--- config.mk ---
export PLATFORM = sky130hd
export DESIGN_NAME = uart_rx_fc
export DESIGN_NICKNAME = d
export VERILOG_FILES = /design/src/rtl/uart_pkg.sv /design/src/rtl/uart_rx_sync.sv /design/src/rtl/uart_rx_fc.sv
export SDC_FILE = /design/constraint.sdc
export NUM_CORES = 1
export LEC_CHECK = 0
export CAP_MARGIN = 40
export CORE_AREA = 2 2 63 89
export DETAILED_ROUTE_END_ITERATION = 6
export DIE_AREA = 0 0 65 91
export PLACE_DENSITY = 0.51
export SLEW_MARGIN = 20
export SYNTH_ARGS = -nofsm -noshare
export SYNTH_HDL_FRONTEND = slang
export SYNTH_SLANG_ARGS = --single-unit
--- constraint.sdc ---
create_clock -name CLK -period 4.72 [get_ports CLK]
set_clock_uncertainty 0.05 [all_clocks]
set_input_delay 0.944 -clock CLK [delete_from_list [all_inputs] [get_ports CLK]]
set_output_delay 0.944 -clock CLK [all_outputs]
set_load 0.01 [all_outputs]
--- src/rtl/uart_pkg.sv ---
//------------------------------------------------------------------------------
// uart_pkg
// Shared UART definitions used by both the receiver and the transmitter.
//   rx_state_t  : receiver FSM state encoding
//   DATA_BITS   : payload bits per frame
//   FRAME_BITS  : start + data + parity + stop
//   calc_parity : parity bit a transmitter would attach to a byte
//------------------------------------------------------------------------------
`timescale 1ns/1ps
package uart_pkg;

    typedef enum logic [2:0] {
        IDLE,
        START,
        DATA,
        PARITY,
        STOP
    } rx_state_t;

    localparam int DATA_BITS  = 8;
    localparam int FRAME_BITS = 11;

    // Returns the parity bit that makes the frame's total parity match `even`.
    function automatic logic calc_parity(input logic [DATA_BITS-1:0] data,
                                         input logic                 even);
        return even ? ^data : ~^data;
    endfunction

endpackage

--- src/rtl/uart_rx_sync.sv ---
//------------------------------------------------------------------------------
// uart_rx_sync
// Two-flop synchroniser for the asynchronous serial line.
//   CLK  : system clock
//   rst  : asynchronous active-high reset (flops reset to line-idle 1)
//   din  : asynchronous serial input
//   dout : synchronised copy, two cycles of latency
//------------------------------------------------------------------------------
`timescale 1ns/1ps
module uart_rx_sync (
    input  logic CLK,
    input  logic rst,
    input  logic din,
    output logic dout
);

    logic meta;

    // Reset to 1 so a released reset never looks like a start bit.
    always_ff @(posedge CLK or posedge rst) begin
        if (rst) begin
            meta <= 1'b1;
            dout <= 1'b1;
        end else begin
            // NOTE: non-blocking assignments make both flops update from the
            // pre-edge values, giving a true two-stage shift.
            meta <= din;
            dout <= meta;
        end
    end

endmodule

--- src/rtl/uart_rx_fc.sv ---
//------------------------------------------------------------------------------
// uart_rx_fc
// UART receiver (start, 8 data LSB-first, parity, stop) with a one-byte
// holding register and RTS flow control toward the far-end transmitter.
//   CLK        : system clock, rising edge
//   rst        : asynchronous active-high reset
//   serial_in  : asynchronous serial line, idles high
//   rd_en      : consumer pops the held byte (ignored while empty)
//   data_out   : held received byte
//   data_valid : data_out holds an unread byte
//   parity_err : parity mismatch on the held byte
//   frame_err  : stop bit was 0 on the held byte
//   overrun    : sticky, a frame completed while the buffer was full
//   RTS        : registered ready-to-receive, equals !data_valid
//------------------------------------------------------------------------------
`timescale 1ns/1ps
module uart_rx_fc
    import uart_pkg::*;
#(
    parameter int CLKS_PER_BIT = 16,
    parameter bit PARITY_EVEN  = 1'b1
) (
    input  logic                 CLK,
    input  logic                 rst,
    input  logic                 serial_in,
    input  logic                 rd_en,
    output logic [DATA_BITS-1:0] data_out,
    output logic                 data_valid,
    output logic                 parity_err,
    output logic                 frame_err,
    output logic                 overrun,
    output logic                 RTS
);

    localparam int CW = $clog2(CLKS_PER_BIT);
    localparam int IW = $clog2(DATA_BITS);

    rx_state_t              state_q, state_d;
    logic [CW-1:0]          cnt_q;
    logic [IW-1:0]          bit_idx_q;
    logic [DATA_BITS-1:0]   shift_q;
    logic                   parity_q;
    logic                   rxs;

    logic [CW-1:0]          cnt_max;
    logic                   tick;
    logic                   cnt_clr, idx_clr;
    logic                   data_smp, par_smp, frame_done;
    logic                   pop, load, drop, dv_d;

    uart_rx_sync u_sync (
        .CLK  (CLK),
        .rst  (rst),
        .din  (serial_in),
        .dout (rxs)
    );

    // The start bit is timed to its middle; every later bit is one full
    // bit period after the previous sample, so all samples land mid-bit.
    assign cnt_max = (state_q == START) ? CW'(CLKS_PER_BIT/2 - 1) : CW'(CLKS_PER_BIT - 1);
    assign tick    = (cnt_q == cnt_max);

    always_ff @(posedge CLK or posedge rst) begin
        if (rst) state_q <= IDLE;
        else     state_q <= state_d;
    end

    always_comb begin
        // NOTE: every combinational output gets a default first, so no path
        // leaves a signal unassigned and no latch is inferred.
        state_d    = state_q;
        cnt_clr    = 1'b0;
        idx_clr    = 1'b0;
        data_smp   = 1'b0;
        par_smp    = 1'b0;
        frame_done = 1'b0;
        unique case (state_q)
            IDLE: begin
                if (!rxs) begin
                    state_d = START;
                    cnt_clr = 1'b1;
                end
            end
            START: begin
                if (tick) begin
                    cnt_clr = 1'b1;
                    idx_clr = 1'b1;
                    state_d = rxs ? IDLE : DATA;   // high at mid-bit: glitch
                end
            end
            DATA: begin
                if (tick) begin
                    data_smp = 1'b1;
                    cnt_clr  = 1'b1;
                    if (bit_idx_q == IW'(DATA_BITS - 1)) state_d = PARITY;
                end
            end
            PARITY: begin
                if (tick) begin
                    par_smp = 1'b1;
                    cnt_clr = 1'b1;
                    state_d = STOP;
                end
            end
            STOP: begin
                if (tick) begin
                    frame_done = 1'b1;
                    cnt_clr    = 1'b1;
                    state_d    = IDLE;   // ready for a back-to-back start bit
                end
            end
            default: state_d = IDLE;
        endcase
    end

    // A pop in the completion cycle frees the slot, so the new byte is taken.
    always_comb begin
        pop  = rd_en & data_valid;
        load = frame_done & (~data_valid | rd_en);
        drop = frame_done & data_valid & ~rd_en;
        dv_d = load ? 1'b1 : (pop ? 1'b0 : data_valid);
    end

    always_ff @(posedge CLK or posedge rst) begin
        if (rst) begin
            cnt_q      <= '0;
            bit_idx_q  <= '0;
            shift_q    <= '0;
            parity_q   <= 1'b0;
            data_out   <= '0;
            data_valid <= 1'b0;
            parity_err <= 1'b0;
            frame_err  <= 1'b0;
            overrun    <= 1'b0;
            RTS        <= 1'b0;
        end else begin
            if (cnt_clr || state_q == IDLE) cnt_q <= '0;
            else                            cnt_q <= cnt_q + 1'b1;

            if (idx_clr)       bit_idx_q <= '0;
            else if (data_smp) bit_idx_q <= bit_idx_q + 1'b1;

            if (data_smp) shift_q[bit_idx_q] <= rxs;
            if (par_smp)  parity_q           <= rxs;

            data_valid <= dv_d;
            RTS        <= ~dv_d;

            if (load) begin
                data_out   <= shift_q;
                parity_err <= (parity_q != calc_parity(shift_q, PARITY_EVEN));
                frame_err  <= ~rxs;
            end

            if (drop)     overrun <= 1'b1;
            else if (pop) overrun <= 1'b0;
        end
    end

endmodule

==> summary.md <==
| Metric | Value |
|---|---|
| Mapped Area | `1590 um^2` |
| Overflow after GRT | `0` |
| Setup TNS | `0 ns` |
| TritonCTS clock tree | `done` |
| Yosys cell types | `33` |
| Critical path peak fanout | `5` |
| Buffers on Ports | `16` |
| Cells after synthesis | `130` |
| Row count | `31` |
| Area contributors post-synth | `dfrtp_1 (50%), mux2_4 (7.6%), mux2_2 (7.1%)` |
| Largest net degree at the start of global routing | `35` |
| Synth Area in Compound Gates | `4.25%` |
| Routed WL per cell | `12.7 um` |
| Ys flop type | `dfrtp_1` |
| GRT Total Usage | `10.0%` |
| Area share of and/or/nand/nor cells after synthesis | `15.0%` |
| Vias per cell | `4.61` |
| Postcts setup bufs | `0` |
| Initial Utilization | `31.3%` |
| Unrepaired setup endpoints after global routing | `no` |
| Syn Area/Cell | `12.2 um^2` |
| Slew Limit Fails | `0` |
| Ys async rst share | `100%` |
| DIE AREA | `5920 um^2` |
| F_max | `449 MHz` |
| Vias | `986` |
| Multiplexer area fraction after synthesis | `14.6%` |
| Fillers | `496` |
| Die Wd | `65 um` |
| Total CTS buffers | `5` |
| Leakage power | `0.864 nW` |
| Ant diodes | `0` |
| Place WS | `2.30 ns` |
| Most frequent cell after synthesis | `dfrtp_1` |
| Fin crit period | `2.23 ns` |
| Final Cycle Share | `47.2%` |
| Top Ports | `17` |
| Placeable core area | `5080 um^2` |
| Post-Syn Nets | `137` |
| Max Root-Sink Buffers | `2` |
| Max_cap viols | `0` |
| First-pass GRT wire length | `4570 um` |
| Top cell type's share of synthesized area | `50.4%` |
| Share of cells above drive strength 1 | `22.3%` |
| Final wirelength | `2710 um` |
| Worst setup EP type | `flop` |
| Synthesized flop and latch total | `34` |
| Clk root buf | `clkbuf_8` |
| Crit path arrival time | `2.35 ns` |
| Vias in the first global route | `1002` |
| Register area share after synthesis | `53.7%` |
| Hold Crit Class | `flop to flop` |
| Post-synthesis xor/xnor area fraction | `6.38%` |
| Worst slew pin tran | `0.561 ns` |
| Fin worst setup slack | `2.49 ns` |
| Clock Sinks | `34` |
| Detail Route Antenna Nets | `0` |
| Post-synth top cells | `dfrtp_1 (32), nor2_1 (11), mux2_2 (10)` |
| Core Util, Final | `37.5%` |
| Nets | `154` |
| RePlAce Congestion | `0.873` |
| Pwr Total | `0.759 mW` |
| Worst-skew pair later-pin latency | `0.28 ns` |
| Maximum vdd ir drop | `0.248 mV` |
| Post-cts sizing count | `0` |
| Status | `finished clean` |
| H-tree Lvls | `2` |
| Final setup viols | `0` |
| DPL Wire Length | `1950 um` |
| Starting DRT DRC Count | `42` |
| Die Y-Extent | `91 um` |
| CTS Hold Bufs | `0` |
| Yosys warns | `0` |
| Max-slew headroom | `62.4%` |
| Leading area contributor after synthesis | `dfrtp_1` |
| TritonRoute pass-1 iters | `4` |
| Largest family of logic cells by synthesized area | `simple AND/OR/NAND/NOR gates` |
| Critical Path RT | `4.84 ns` |
| Fin. Hold Viols | `0` |
| Clock slew at reported path FFs | `0.07 ns` |
| Crit Path Class | `flop to flop` |
| Post-synth EDFFs | `0` |
| Detailed-route DRC error count | `0` |
| Antenna violations before repair | `0` |
| Synth Area in Adders | `2.36%` |
| Crit start category | `flop` |
| Cell Pwr Density | `398 nW/um^2` |
| Synth-to-Final Area Change | `19.9%` |
[path summary, 6_finish.rpt]
| path | from | endpoint | slack (ns) | cells after the start |
|---|---|---|---|---|
| worst min register to register | u_sync.meta | u_sync.dout | 0.31 | 0 |
| max in group asynchronous | rst | u_sync.dout | 3.28 | 3 |
| worst max register to register | cnt_q[0] | shift_q[1] | 2.49 | 5 |
| min in group asynchronous | rst | data_valid | 1.00 | 3 |
| worst max-delay path | cnt_q[0] | shift_q[1] | 2.49 | 5 |
| worst min-delay path | u_sync.meta | u_sync.dout | 0.31 | 0 |
[kinds of logic (layout without fill, tap and decap cells)]
logic type | Yosys count | in the layout
AND/OR/NAND/NOR | 42 | 42
flip-flops | 34 | 34
multiplexers | 18 | 18
AO/OA/AOI/OAI | 12 | 12
buffers and inverters | 11 | 29
XOR/XNOR | 10 | 10
adder cells (fa/ha/maj) | 3 | 3
[where the power goes]
part           leakage [nW]  internal [mW]  switching [mW]
Combinational         0.368         0.0656          0.0671
Sequential            0.439          0.328          0.0475
Clock                0.0575          0.147           0.104
[per-layer routing]
metal / track usage, % / part of all wire, % / routed length [um]
met4: 2.13 / 1.0 / 27
met3: 3.72 / 3.9 / 107
met5: 0 / 0 / 0
met1: 11.4 / 41 / 1120
met2: 17.7 / 54 / 1460
[critical path, cell delays in order (launching register included)]
cell and delay [ns]:
dfrtp_1 0.37, ha_1 0.23, nand3_1 0.21, or3_4 0.46
nor4b_1 0.42, mux2_2 0.39
[layout make-up]
cell class                      count  area [um^2]  area share, %
Tap cell                           66         82.6           4.33
Multi-Input combinational cell     85          677           35.5
Timing Repair Buffer               17          168           8.80
Inverter                            4         15.0          0.788
Clock buffer                        8          110           5.78
Sequential cell                    34          853           44.8
[sequential cells by signal, indices dropped and copies added (netlist names)]
register,count
data_out,8
shift_q,8
cnt_q,4
bit_idx_q,3
state_q,3
RTS,1
data_valid,1
frame_err,1
overrun,1
parity_err,1
parity_q,1
u_sync.dout,1
u_sync.meta,1
[stage by stage]
step                cells  hold WS (ns)  instance area (um^2)
global route          214         0.311                  1910
detailed placement    206         0.299                  1800
floorplan             130         0.295                  1590
CTS                   214         0.309                  1910
finish                214         0.307                  1910
global placement      206         0.296                  1800
[cell usage in the layout (no fill, tap or decap)]
cell type        count
or3b_1               1
nand2b_1             1
o41ai_1              1
nand3_1              4
clkdlybuf4s50_1     16
xor2_1               1
xnor3_1              1
a21oi_1              6
or3_1                3
dfrtp_1             32
nor3_1               1
o21ai_0              4
mux2_4               8
a311oi_1             1
mux2_2              10
inv_1                4
or3_4                2
buf_4                1
nand4_1              1
nand2_1              8
clkbuf_8             8
or2_2                1
dfstp_2              2
ha_1                 3
nor3_2               1
nand4b_1             3
nor2b_1              1
nor4_1               2
xnor2_1              8
nor4b_1              2
nor2_1              11
(Power assumes the default switching activity.)
==> edit: new RTL, same settings <==
The output `RTS` loses its register stage (`RTS` becomes a continuous assignment). Comments in the files are not updated.
--- a/src/rtl/uart_rx_fc.sv
+++ b/src/rtl/uart_rx_fc.sv
@@ -133,5 +133,4 @@
             frame_err  <= 1'b0;
             overrun    <= 1'b0;
-            RTS        <= 1'b0;
         end else begin
             if (cnt_clr || state_q == IDLE) cnt_q <= '0;
@@ -145,5 +144,4 @@
 
             data_valid <= dv_d;
-            RTS        <= ~dv_d;
 
             if (load) begin
@@ -158,4 +156,6 @@
     end
 
+    assign RTS = ~dv_d;
+
 endmodule
 
Check against the original RTL: not equivalent (Yosys sat finds a counterexample within 4 cycles, from zero or initial values and one cycle with rst high).
==> edit against the original RTL <==
  * Sequential share of layout area shrank 0.26 points
  * Sequential cell count shrank 1
  * Routed wire length shrank 4.1%
  * Synthesized cell count shrank 0.77%
  * Largest cell class unchanged
  * Area after synthesis shrank 1.6%
  * Power shrank 6.3%
  * Critical path type is now primary input to primary output
  * Setup slack lost 1.1 ns
  * Cell area shrank 2.4%
==> edit: results (changes against the original RTL) <==
Status:
- Result of the run: finished, final reports clean (unchanged).

Drt:
- The vias per cell came to 4.606 (was 4.607).
- The vias after detailed routing is 981 (was 986).
- The aggregate routed wire length came to 2603 um (was 2713 um).
- The detailed-routing iteration count for the pre-antenna-repair pass was 4 (unchanged).

GRT:
- The met2 usage in global routing is 0.1701 (was 0.1770).
- The maximum number of pins on one net before global-route repair is 19 (was 35).
- The met1 usage is 0.1255 (was 0.1138).
- The first-pass GRT wire length is 4698 um (was 4567 um).
- The via count of the first global-routing pass came to 1011 (was 1002).
- The global routing met3 resource utilization is 0.03346 (was 0.03717).
- The total global-route track usage is 0.1037 (was 0.1004).

Synth:
- Most frequent cells after synthesis: sky130_fd_sc_hd__dfrtp_1, sky130_fd_sc_hd__nor2_1, sky130_fd_sc_hd__mux2_2 (unchanged).
- The top flip-flop cell by instance count after synthesis is sky130_fd_sc_hd__dfrtp_1 (unchanged).
- The register area share after synthesis was 0.5296 (was 0.5370).
- The cell count after synthesis is 129 (was 130).
- The post-synth net total was 136 (was 137).
- Main area contributors after synthesis: sky130_fd_sc_hd__dfrtp_1, sky130_fd_sc_hd__mux2_4, sky130_fd_sc_hd__mux2_2 (unchanged).

Placed design:
- The placed cell count is 205 (was 206).
- The routability congestion estimate from global placement is 0.8198 (was 0.8727).
- The area after detailed placement is 1770 um^2 (was 1795 um^2).
- The worst-case setup slack after placement is 1.376 ns (was 2.296 ns).

Worst setup path:
- The gate family responsible for the most delay along the worst path is buffers and inverters (was simple AND/OR/NAND/NOR gates).
- The largest driver fanout on the critical path came to 2 (was 5).
- The highest-delay cell along the critical path is sky130_fd_sc_hd__clkdlybuf4s50_1 (was sky130_fd_sc_hd__or3_4).
- The delay of the slowest cell on the worst path is 0.53 ns (was 0.46 ns).

Clocking:
- The number of CTS-inserted buffers was 5 (unchanged).

Cells and area:
- The fraction of final layout cells sized beyond drive strength 1 is 0.2109 (was 0.2230).
- The total number of nets in the final design is 153 (was 154).

Power:
- The static power due to leakage is 0.8436 nW (was 0.8643 nW).

STA:
- The transition at the pin with the smallest max-transition slack is 0.6211 ns (was 0.5605 ns).
## edit: changes by cell type after synthesis
cell                      delta
sky130_fd_sc_hd__dfrtp_1     -1
## edit: final cells by class
| type | count | area, um^2 |
|---|---|---|
| fillers | 498 | 3221 |
| flip-flops and latches | 33 | 828.3 |
| multi-input cells | 85 | 676.9 |
| repair buffers | 17 | 167.7 |
| clock buffers | 8 | 90.09 |
| well taps | 66 | 82.58 |
| inverters | 4 | 15.01 |
## edit: worst paths after layout
check                                       from                endpoint  slack [ns]  cells after the start
max in group asynchronous                    rst   u_sync.meta$_DFF_PP1_        2.89                      3
max                                        rd_en                     RTS        1.39                      5
min reg2reg                u_sync.meta$_DFF_PP1_   u_sync.dout$_DFF_PP1_        0.31                      0
min                        u_sync.meta$_DFF_PP1_   u_sync.dout$_DFF_PP1_        0.31                      0
min in group asynchronous                    rst      cnt_q[0]$_DFF_PP0_        0.99                      2
max reg2reg                   cnt_q[0]$_DFF_PP0_  shift_q[1]$_DFFE_PP0P_        2.56                      5
## edit: power breakdown
part           switching [mW]  total [mW]  internal, mW  leakage (nW)
clock network          0.0936       0.212         0.119        0.0455
registers              0.0463       0.366         0.319         0.430
logic                  0.0683       0.134        0.0656         0.368
## edit: cells by family after synthesis
kind of cell / synth area share
buffers and inverters: 0.03759
adders and majority gates: 0.02400
muxes: 0.1488
AOI/OAI and AO/OA: 0.04320
DFF: 0.5296
xor gates and xnor gates: 0.06480
and+or+nand+nor: 0.1520
## edit: metal layers
layer,vias to the layer above,share of wire
li1,480,-
met1,475,0.44
met2,21,0.51
met3,5,0.035
met4,0,0.017
met5,-,0
